[src/rtl/fcircle_spans.sv]
// Filled-circle span generator: midpoint circle walk, four horizontal spans per step.
// Latency: first span_start one cycle after start; backpressure: holds each span until span_done.
module fcircle_spans #(
  parameter int CORDW = 16
) (
  input  logic                    clk,
  input  logic                    rst_n,
  input  logic                    start,
  input  logic signed [CORDW-1:0] xc,
  input  logic signed [CORDW-1:0] yc,
  input  logic signed [CORDW-1:0] r,
  input  logic                    span_done,
  output logic signed [CORDW-1:0] span_x0,
  output logic signed [CORDW-1:0] span_x1,
  output logic signed [CORDW-1:0] span_y,
  output logic                    span_start,
  output logic                    busy,
  output logic                    done
);

  localparam int DW = CORDW + 2;

  typedef enum logic [1:0] {IDLE, SPAN, WAIT, NEXT} state_t;

  state_t                  state, state_nxt;
  logic signed [CORDW-1:0] cx, cy, px, py;
  logic signed [CORDW-1:0] cx_nxt, cy_nxt, px_nxt, py_nxt;
  logic signed [CORDW-1:0] x0_nxt, x1_nxt, y_nxt, hx, vy;
  logic signed [DW-1:0]    d, d_nxt, pxe, pye, re;
  logic [1:0]              idx, idx_nxt;
  logic                    busy_nxt, done_nxt;

  assign pxe = {{2{px[CORDW-1]}}, px};
  assign pye = {{2{py[CORDW-1]}}, py};
  assign re  = {{2{r[CORDW-1]}}, r};

  assign span_start = (state == SPAN);

  always_comb begin
    state_nxt = state;
    cx_nxt    = cx;
    cy_nxt    = cy;
    px_nxt    = px;
    py_nxt    = py;
    d_nxt     = d;
    idx_nxt   = idx;
    busy_nxt  = busy;
    done_nxt  = 1'b0;
    x0_nxt    = span_x0;
    x1_nxt    = span_x1;
    y_nxt     = span_y;

    case (state)
      IDLE: begin
        if (start) begin
          if (!r[CORDW-1]) begin
            cx_nxt    = xc;
            cy_nxt    = yc;
            px_nxt    = r;
            py_nxt    = '0;
            d_nxt     = DW'(1) - re;
            idx_nxt   = 2'd0;
            busy_nxt  = 1'b1;
            state_nxt = SPAN;
          end else begin
            done_nxt = 1'b1;
          end
        end
      end
      SPAN: state_nxt = WAIT;
      WAIT: begin
        if (span_done) begin
          if (idx != 2'd3) begin
            idx_nxt   = idx + 2'd1;
            state_nxt = SPAN;
          end else begin
            state_nxt = NEXT;
          end
        end
      end
      NEXT: begin
        // Decision update uses the pre-step px/py.
        py_nxt = py + CORDW'(1);
        if (d[DW-1]) begin
          d_nxt = d + (pye <<< 1) + DW'(3);
        end else begin
          d_nxt  = d + ((pye - pxe) <<< 1) + DW'(5);
          px_nxt = px - CORDW'(1);
        end
        if (px_nxt >= py_nxt) begin
          idx_nxt   = 2'd0;
          state_nxt = SPAN;
        end else begin
          busy_nxt  = 1'b0;
          done_nxt  = 1'b1;
          state_nxt = IDLE;
        end
      end
      default: state_nxt = IDLE;
    endcase

    // Octant pairs 2/3 swap the roles of px and py.
    hx = idx_nxt[1] ? py_nxt : px_nxt;
    vy = idx_nxt[1] ? px_nxt : py_nxt;
    if (state_nxt == SPAN) begin
      x0_nxt = cx_nxt - hx;
      x1_nxt = cx_nxt + hx;
      y_nxt  = idx_nxt[0] ? (cy_nxt - vy) : (cy_nxt + vy);
    end
  end

  always_ff @(posedge clk or negedge rst_n) begin
    if (!rst_n) begin
      state <= IDLE;
    end else begin
      state <= state_nxt;
    end
  end

  always_ff @(posedge clk or negedge rst_n) begin
    if (!rst_n) begin
      cx      <= '0;
      cy      <= '0;
      px      <= '0;
      py      <= '0;
      d       <= '0;
      idx     <= 2'd0;
      busy    <= 1'b0;
      done    <= 1'b0;
      span_x0 <= '0;
      span_x1 <= '0;
      span_y  <= '0;
    end else begin
      cx      <= cx_nxt;
      cy      <= cy_nxt;
      px      <= px_nxt;
      py      <= py_nxt;
      d       <= d_nxt;
      idx     <= idx_nxt;
      busy    <= busy_nxt;
      done    <= done_nxt;
      span_x0 <= x0_nxt;
      span_x1 <= x1_nxt;
      span_y  <= y_nxt;
    end
  end

endmodule

[config.mk]
export PLATFORM = sky130hd
export DESIGN_NAME = fcircle_spans
export DESIGN_NICKNAME = d
export VERILOG_FILES = /design/src/rtl/fcircle_spans.sv
export SDC_FILE = /design/constraint.sdc
export NUM_CORES = 1
export LEC_CHECK = 0
export CAP_MARGIN = 10
export CORE_AREA = 2 2 209 211
export CTS_CLUSTER_DIAMETER = 60
export DETAILED_ROUTE_END_ITERATION = 12
export DIE_AREA = 0 0 211 213
export HOLD_SLACK_MARGIN = 0.15
export SYNTH_ARGS = -nofsm -noshare
export SYNTH_HDL_FRONTEND = slang
export SYNTH_SLANG_ARGS = --single-unit
[constraint.sdc]
create_clock -name clk -period 6.27 [get_ports clk]
set_clock_uncertainty 0.15 [all_clocks]
set_input_delay 1.881 -clock clk [delete_from_list [all_inputs] [get_ports clk]]
set_output_delay 1.881 -clock clk [all_outputs]
set_load 0.005 [all_outputs]
### After elaboration in Yosys (flattened, before gate mapping)

Index checks and enable logic that the tools add are counted.

* register bits after elaboration: 136
* input bits: 52
* output and inout bits: 51
* logic and storage cells: 79

* $lt $le $gt $ge: 1
* add/subtract/negate cells: 13
* reductions and logical operators: 4
* eq/ne operators: 8
* mux-type cells: 41

Operators with widths (count)
* 16-bit 2-to-1 mux: 15
* 16-bit case mux with 2 select lines: 2
* 18-bit 2-to-1 mux: 3
* 18-bit case mux with 2 select lines: 1
* 16-bit adder: 2
* 16-bit subtractor: 2
* 18-bit by 17-bit adder with 18-bit output: 1
* 18-bit adder: 1
* 18-bit by 3-bit adder with 18-bit output (second input constant): 1
* 18-bit by 4-bit adder with 18-bit output (second input constant): 1
* 2-bit 2-to-1 mux: 9
* 16-bit by 16-bit subtractor with 17-bit output: 1
* 2-bit by 16-bit subtractor with 17-bit output (first input constant): 1
* 16-bit by 2-bit adder with 16-bit output (second input constant): 1
* 16-bit >= comparator: 1
* 16-bit by 2-bit subtractor with 16-bit output (second input constant): 1
* 2-bit inequality test (second input constant): 4
* 2-bit case mux with 4 select lines: 1
* 1-bit 2-to-1 mux: 7
* 2-bit case mux with 3 select lines: 1
* 2-bit by 1-bit == test with 1-bit output (second input constant): 2
* 2-bit == test (second input constant): 2
* 1-bit case mux with 2 select lines: 2
* 4-bit AND reduction: 1
* other kinds (4): 4

### Longest topological paths before layout

Gate-level depths: netlist (run 1).

* word-level depth: 9
* depth in mapped cells: 32
* mapped depth without buffers: 30

### Least setup slack after synthesis (run 1)

Ideal clock, no wire load.

* path kind: register to register
* start point: register px[1]
* end point: register span_y[14]
* setup time: 0.118 ns
* required time: 6.002 ns
* period minus slack after synthesis: 6.847 ns
* path buffers: 2
* stages on the path, launching flop included: 31
* path slack: -0.577 ns
* arrival: 6.579 ns
* path through: dfrtp_1 > inv_1 > ha_1 > or3b_2 > nor4_2 > nand2_1 > xnor2_1 > ha_1 > nand4_1 > a2111o_1 > nand4_1 > o2111ai_1 > nand2_1 > buf_2 > clkbuf_1 > nor2_1 > or2_2 > ha_1 > nor2_1 > xor2_1 > ha_1 > nor2b_1 > o21ai_0 > a21boi_0 > o21ai_0 > a21oi_1 > a41o_1 > o41ai_1 > mux2i_1 > a21oi_1 > a21o_1

* cells in the longest elaborated chain, start to end: 9
* elaborated cells between the ends (all ways): 16
* those cells by class: add/sub (3); order compare (1); eq/ne (1); mux (11)

Ends and longest elaborated chain
* from (decl): line 26 `logic signed [CORDW-1:0] cx, cy, px, py;`
* from (signal assigned): line 136 `px <= px_nxt;`
* 16-bit by 2-bit subtractor with 16-bit output: line 88 `px_nxt = px - CORDW'(1);`
* 16-bit 2-to-1 mux: line 84 `if (d[DW-1]) begin`
* 16-bit 2-to-1 mux: line 53 `case (state)`
* 16-bit >= comparator: line 90 `if (px_nxt >= py_nxt) begin`
* 2-bit 2-to-1 mux: line 90
* 2-bit case mux with 3 select lines: line 53
* 16-bit 2-to-1 mux: line 104 `vy = idx_nxt[1] ? px_nxt : py_nxt;`
* 16-bit adder or 16-bit subtractor (tied branches): line 108 `y_nxt = idx_nxt[0] ? (cy_nxt - vy) : (cy_nxt + vy);`
* 16-bit 2-to-1 mux: line 108
* to (signal assigned): line 144 `span_y <= y_nxt;`
* to (decl): line 15 `output logic signed [CORDW-1:0] span_y,`

Parallel ways exist; a longest one is shown, timed or not. The select of a mux whose other input is x is not followed.
A chain may end at the register's enable or synchronous reset.

### Final worst setup path (run 1)

* start point: register px[0]
* end point: register span_y[15]

Same word-level chain as after synthesis.

==> flow_metrics.env, run 1 <==
export IMPL_min_period_ns=6.115
export IMPL_syn_mean_instance_area_sq_um=8.396
export IMPL_whs_path_depth=2
export IMPL_numClockSinks=135
export IMPL_drt_total_wl_um=38040
export IMPL_first_global_vias=11760
export IMPL_cp_slowest_cell="or3b_4"
export IMPL_reg2reg_to="span_y[15]"
export IMPL_synth_cells=1461
export IMPL_die_w_um=211
export IMPL_arrival_ns=6.29
export IMPL_grt_max_degree=71
export IMPL_worst_setup_path_start_kind="register"
export IMPL_crit_type="reg -> reg"
export IMPL_syn_nets=1668
export IMPL_start_util=0.2873
export IMPL_fp_dieArea_sq_mm=0.04494
export IMPL_clock_fmax_ghz=0.1635
export IMPL_core_area_sq_mm=0.04270
export IMPL_critPathLaunch="px[0]"
export IMPL_rsz0062_at_grt="yes"
export IMPL_relSlewSlack=0.2501
export IMPL_antenna_found_initial=0
export IMPL_cts_buffer_depth=2
export IMPL_h_tree_depth=4
export IMPL_path_clk_slew_ns=0.07
export IMPL_finalInstanceArea_sq_mm=0.01625
export IMPL_synth_cell_type_count=78
export IMPL_dpl_hpwl_um=29810
export IMPL_port_buffer_count=102
export IMPL_vias=11510
export IMPL_overflow=0
export IMPL_cts_tree="done"
export IMPL_r2r_start="px[0]"
export IMPL_ant_nets=0
export IMPL_grt_pass1_wl_um=61260
export IMPL_finalMaxSlewViolations=0
export IMPL_yosysWarningCount=0
export IMPL_clk_latency_ns=0.44
export IMPL_synth_seq_cells=135
export IMPL_tightest_slew_ns=1.121
export IMPL_cts_root_buf="clkbuf_16"
export IMPL_first_iter_violations=561
export IMPL_synthFlopType="dfrtp_1"
export IMPL_cp_end_kind="register"
export IMPL_dieHeight_um=213
export IMPL_syn_to_final_growth_pct=32.47
export IMPL_synth_edf_count=0
export IMPL_finalSetupViolCount=0
export IMPL_ys_async_sr_fraction=1.000
export IMPL_fin_crit_sh=0.9753
export IMPL_place_area_sq_mm=0.01508
export IMPL_routabilityCongestion=0.8742
export IMPL_ios=103
export IMPL_crit_path_max_incr_delay_ns=0.41
export IMPL_grt_usage=0.1734
export IMPL_seq_area_frac_synth=0.2754
export IMPL_hold_class="reg -> reg"
export IMPL_rows=76
export IMPL_hold_slack_ns=0.3372
export IMPL_post_drt_wl_per_cell_um=16.80
export IMPL_first_pass_iters=5
export IMPL_antenna_cells=0
export IMPL_final_layout_size_suffix_gt1_frac=0.2066
export IMPL_r2r_cells=30
export IMPL_worstSetupEndpoint="span_y[15]"
export IMPL_r2r_slack_ns=0.15
export IMPL_status="finished clean"
export IMPL_maxCapViolCount=0
export IMPL_final_nets=1913
export IMPL_viasPerCell=5.083
export IMPL_drc=0
export IMPL_hold_violations=0
export IMPL_required_ns=6.44
export IMPL_cts_buffers=17
export IMPL_netlist_area_sq_mm=0.01227
export IMPL_cp_max_fo=5
[cell usage after synthesis (5+ instances only)]
| cell type | number | area [sq um] |
|---|---|---|
| a31o_2 | 5 | 43.79 |
| o21ai_0 | 117 | 585.6 |
| nor4_1 | 9 | 56.30 |
| nor3b_1 | 5 | 37.54 |
| ha_1 | 149 | 1864 |
| nand4_1 | 15 | 93.84 |
| a211oi_1 | 15 | 112.6 |
| nor2_1 | 123 | 461.7 |
| mux2_2 | 37 | 416.7 |
| a21oi_1 | 105 | 525.5 |
| a21o_1 | 23 | 172.7 |
| nand3_1 | 31 | 155.2 |
| nand2_1 | 138 | 518.0 |
| and3_1 | 10 | 62.56 |
| o41ai_1 | 5 | 43.79 |
| o22ai_1 | 6 | 37.54 |
| o31ai_1 | 14 | 105.1 |
| o31a_1 | 5 | 43.79 |
| buf_1 | 12 | 45.04 |
| or4_1 | 8 | 60.06 |
| clkbuf_1 | 45 | 168.9 |
| nand2b_1 | 11 | 68.82 |
| xnor2_1 | 83 | 727.0 |
| or3_1 | 13 | 81.33 |
| inv_1 | 90 | 337.8 |
| a221oi_1 | 6 | 52.55 |
| a31oi_1 | 15 | 93.84 |
| fa_1 | 6 | 120.1 |
| dfrtp_1 | 135 | 3378 |
| o211ai_1 | 11 | 82.58 |
| xor2_1 | 40 | 350.3 |
| nor2b_1 | 16 | 100.1 |
| o21a_1 | 17 | 127.6 |
| nor3_1 | 33 | 165.2 |
| mux2i_1 | 20 | 200.2 |
| o21bai_1 | 12 | 90.09 |
[worst max-delay path: cells and delay by family, from the launching register on]
| family | cells | cell delay [ns] |
|---|---|---|
| multiplexers | 2 | 0.30 |
| buffers and inverters | 3 | 0.35 |
| adder cells (fa/ha/maj) | 4 | 0.97 |
| flip-flops | 1 | 0.39 |
| XOR/XNOR | 1 | 0.15 |
| AND/OR/NAND/NOR | 13 | 2.46 |
| AO/OA/AOI/OAI | 7 | 1.25 |
[how the worst min path moves through the flow]
stage,start,end,slack [ns]
after floorplan,cy[0],cy[0],0.31
after global placement,span_x1[6],span_x1[6],0.32
after detailed placement,span_y[0],span_y[0],0.32
after CTS,span_y[0],span_y[0],0.34
after global routing,span_y[1],span_y[1],0.37
final,span_y[0],span_y[0],0.34
[registers in the layout, indices dropped and copies added, names as in the netlist, 2 cells and up]
name     cells
cy          16
cx          16
span_x0     16
px          16
state        2
span_y      16
d           18
py          16
idx          2
span_x1     15
[cells in the final DEF, fill, tap and decap left out, types with 6 or more instances in the layout]
master / count
nor3_1: 32
buf_4: 180
o21ai_0: 108
inv_1: 88
dfrtp_1: 134
a221oi_1: 6
nand2_1: 134
clkbuf_16: 17
and3_1: 10
clkdlybuf4s50_1: 101
a211oi_1: 12
nor2b_1: 13
a21oi_2: 10
nand3_1: 30
xor2_1: 38
nor4_1: 8
o21ai_1: 8
o31ai_1: 11
o21a_1: 17
nand2b_1: 11
or3_1: 13
o211ai_1: 11
a21oi_1: 94
nand4_1: 15
mux2i_1: 17
mux2_2: 37
nor2_1: 114
a21o_1: 23
o22ai_1: 6
a31oi_1: 15
ha_1: 141
xnor2_1: 81
o21bai_1: 11
[layout make-up]
cell class | count | area (sq um)
timing repair buffer | 286 | 2431
sequential | 135 | 3379
fill | 4287 | 26450
inverter | 93 | 355.3
clock inverter | 14 | 214.0
multi-input combinational | 1173 | 8761
clock buffer | 17 | 425.4
tap | 546 | 683.2
[metrics by stage]
step                setup WS [ns]  setup TNS (ns)  instances    util
global route              -0.1285         -0.4928       2264  0.3806
detailed placement        -0.3794          -2.881       2219  0.3532
floorplan                 0.02639               0       1461       -
global placement          -0.2085          -1.287       2219  0.3532
finish                     0.1548               0       2264  0.3806
CTS                       0.03763               0       2250  0.3685
[layer usage]
layer | part of all wire | vias up | GRT usage
li1 | - | 5723 | -
met1 | 0.50 | 5498 | 0.2434
met2 | 0.44 | 251 | 0.2776
met3 | 0.043 | 36 | 0.02677
met4 | 0.018 | 0 | 0.04517
met5 | 0 | - | 0
[cell families (layout without fill, tap and decap cells)]
group / Yosys count / after routing / synth area share
flip-flops: 135 / 135 / 0.2754
multiplexers: 58 / 58 / 0.05212
adder cells (fa/ha/maj): 155 / 155 / 0.1618
AO/OA/AOI/OAI: 401 / 401 / 0.2056
AND/OR/NAND/NOR: 436 / 436 / 0.1694
XOR/XNOR: 123 / 123 / 0.08782
buffers and inverters: 153 / 410 / 0.04784
[timing repair]
| item | CTS | global route |
|---|---|---|
| pin swaps | 5 | 42 |
| buffers inserted | 0 | 14 |
| gates resized for setup | 4 | 91 |
| hold endpoints to repair | 0 | 0 |
| hold buffers | 0 | 0 |
| setup endpoints to repair | 7 | 16 |
Power of run 1 is left out: the tool's default activity adds up to more than one toggle a clock period on the data nets, which glitch-free logic cannot reach.
==> inputs of run 2 (changes only) <==
SLEW_MARGIN = 5   (was not set)
==> results of run 2 <==
Final layout, timing and power as in run 1 (identical DEF).
Power of run 2 is left out for the same reason.
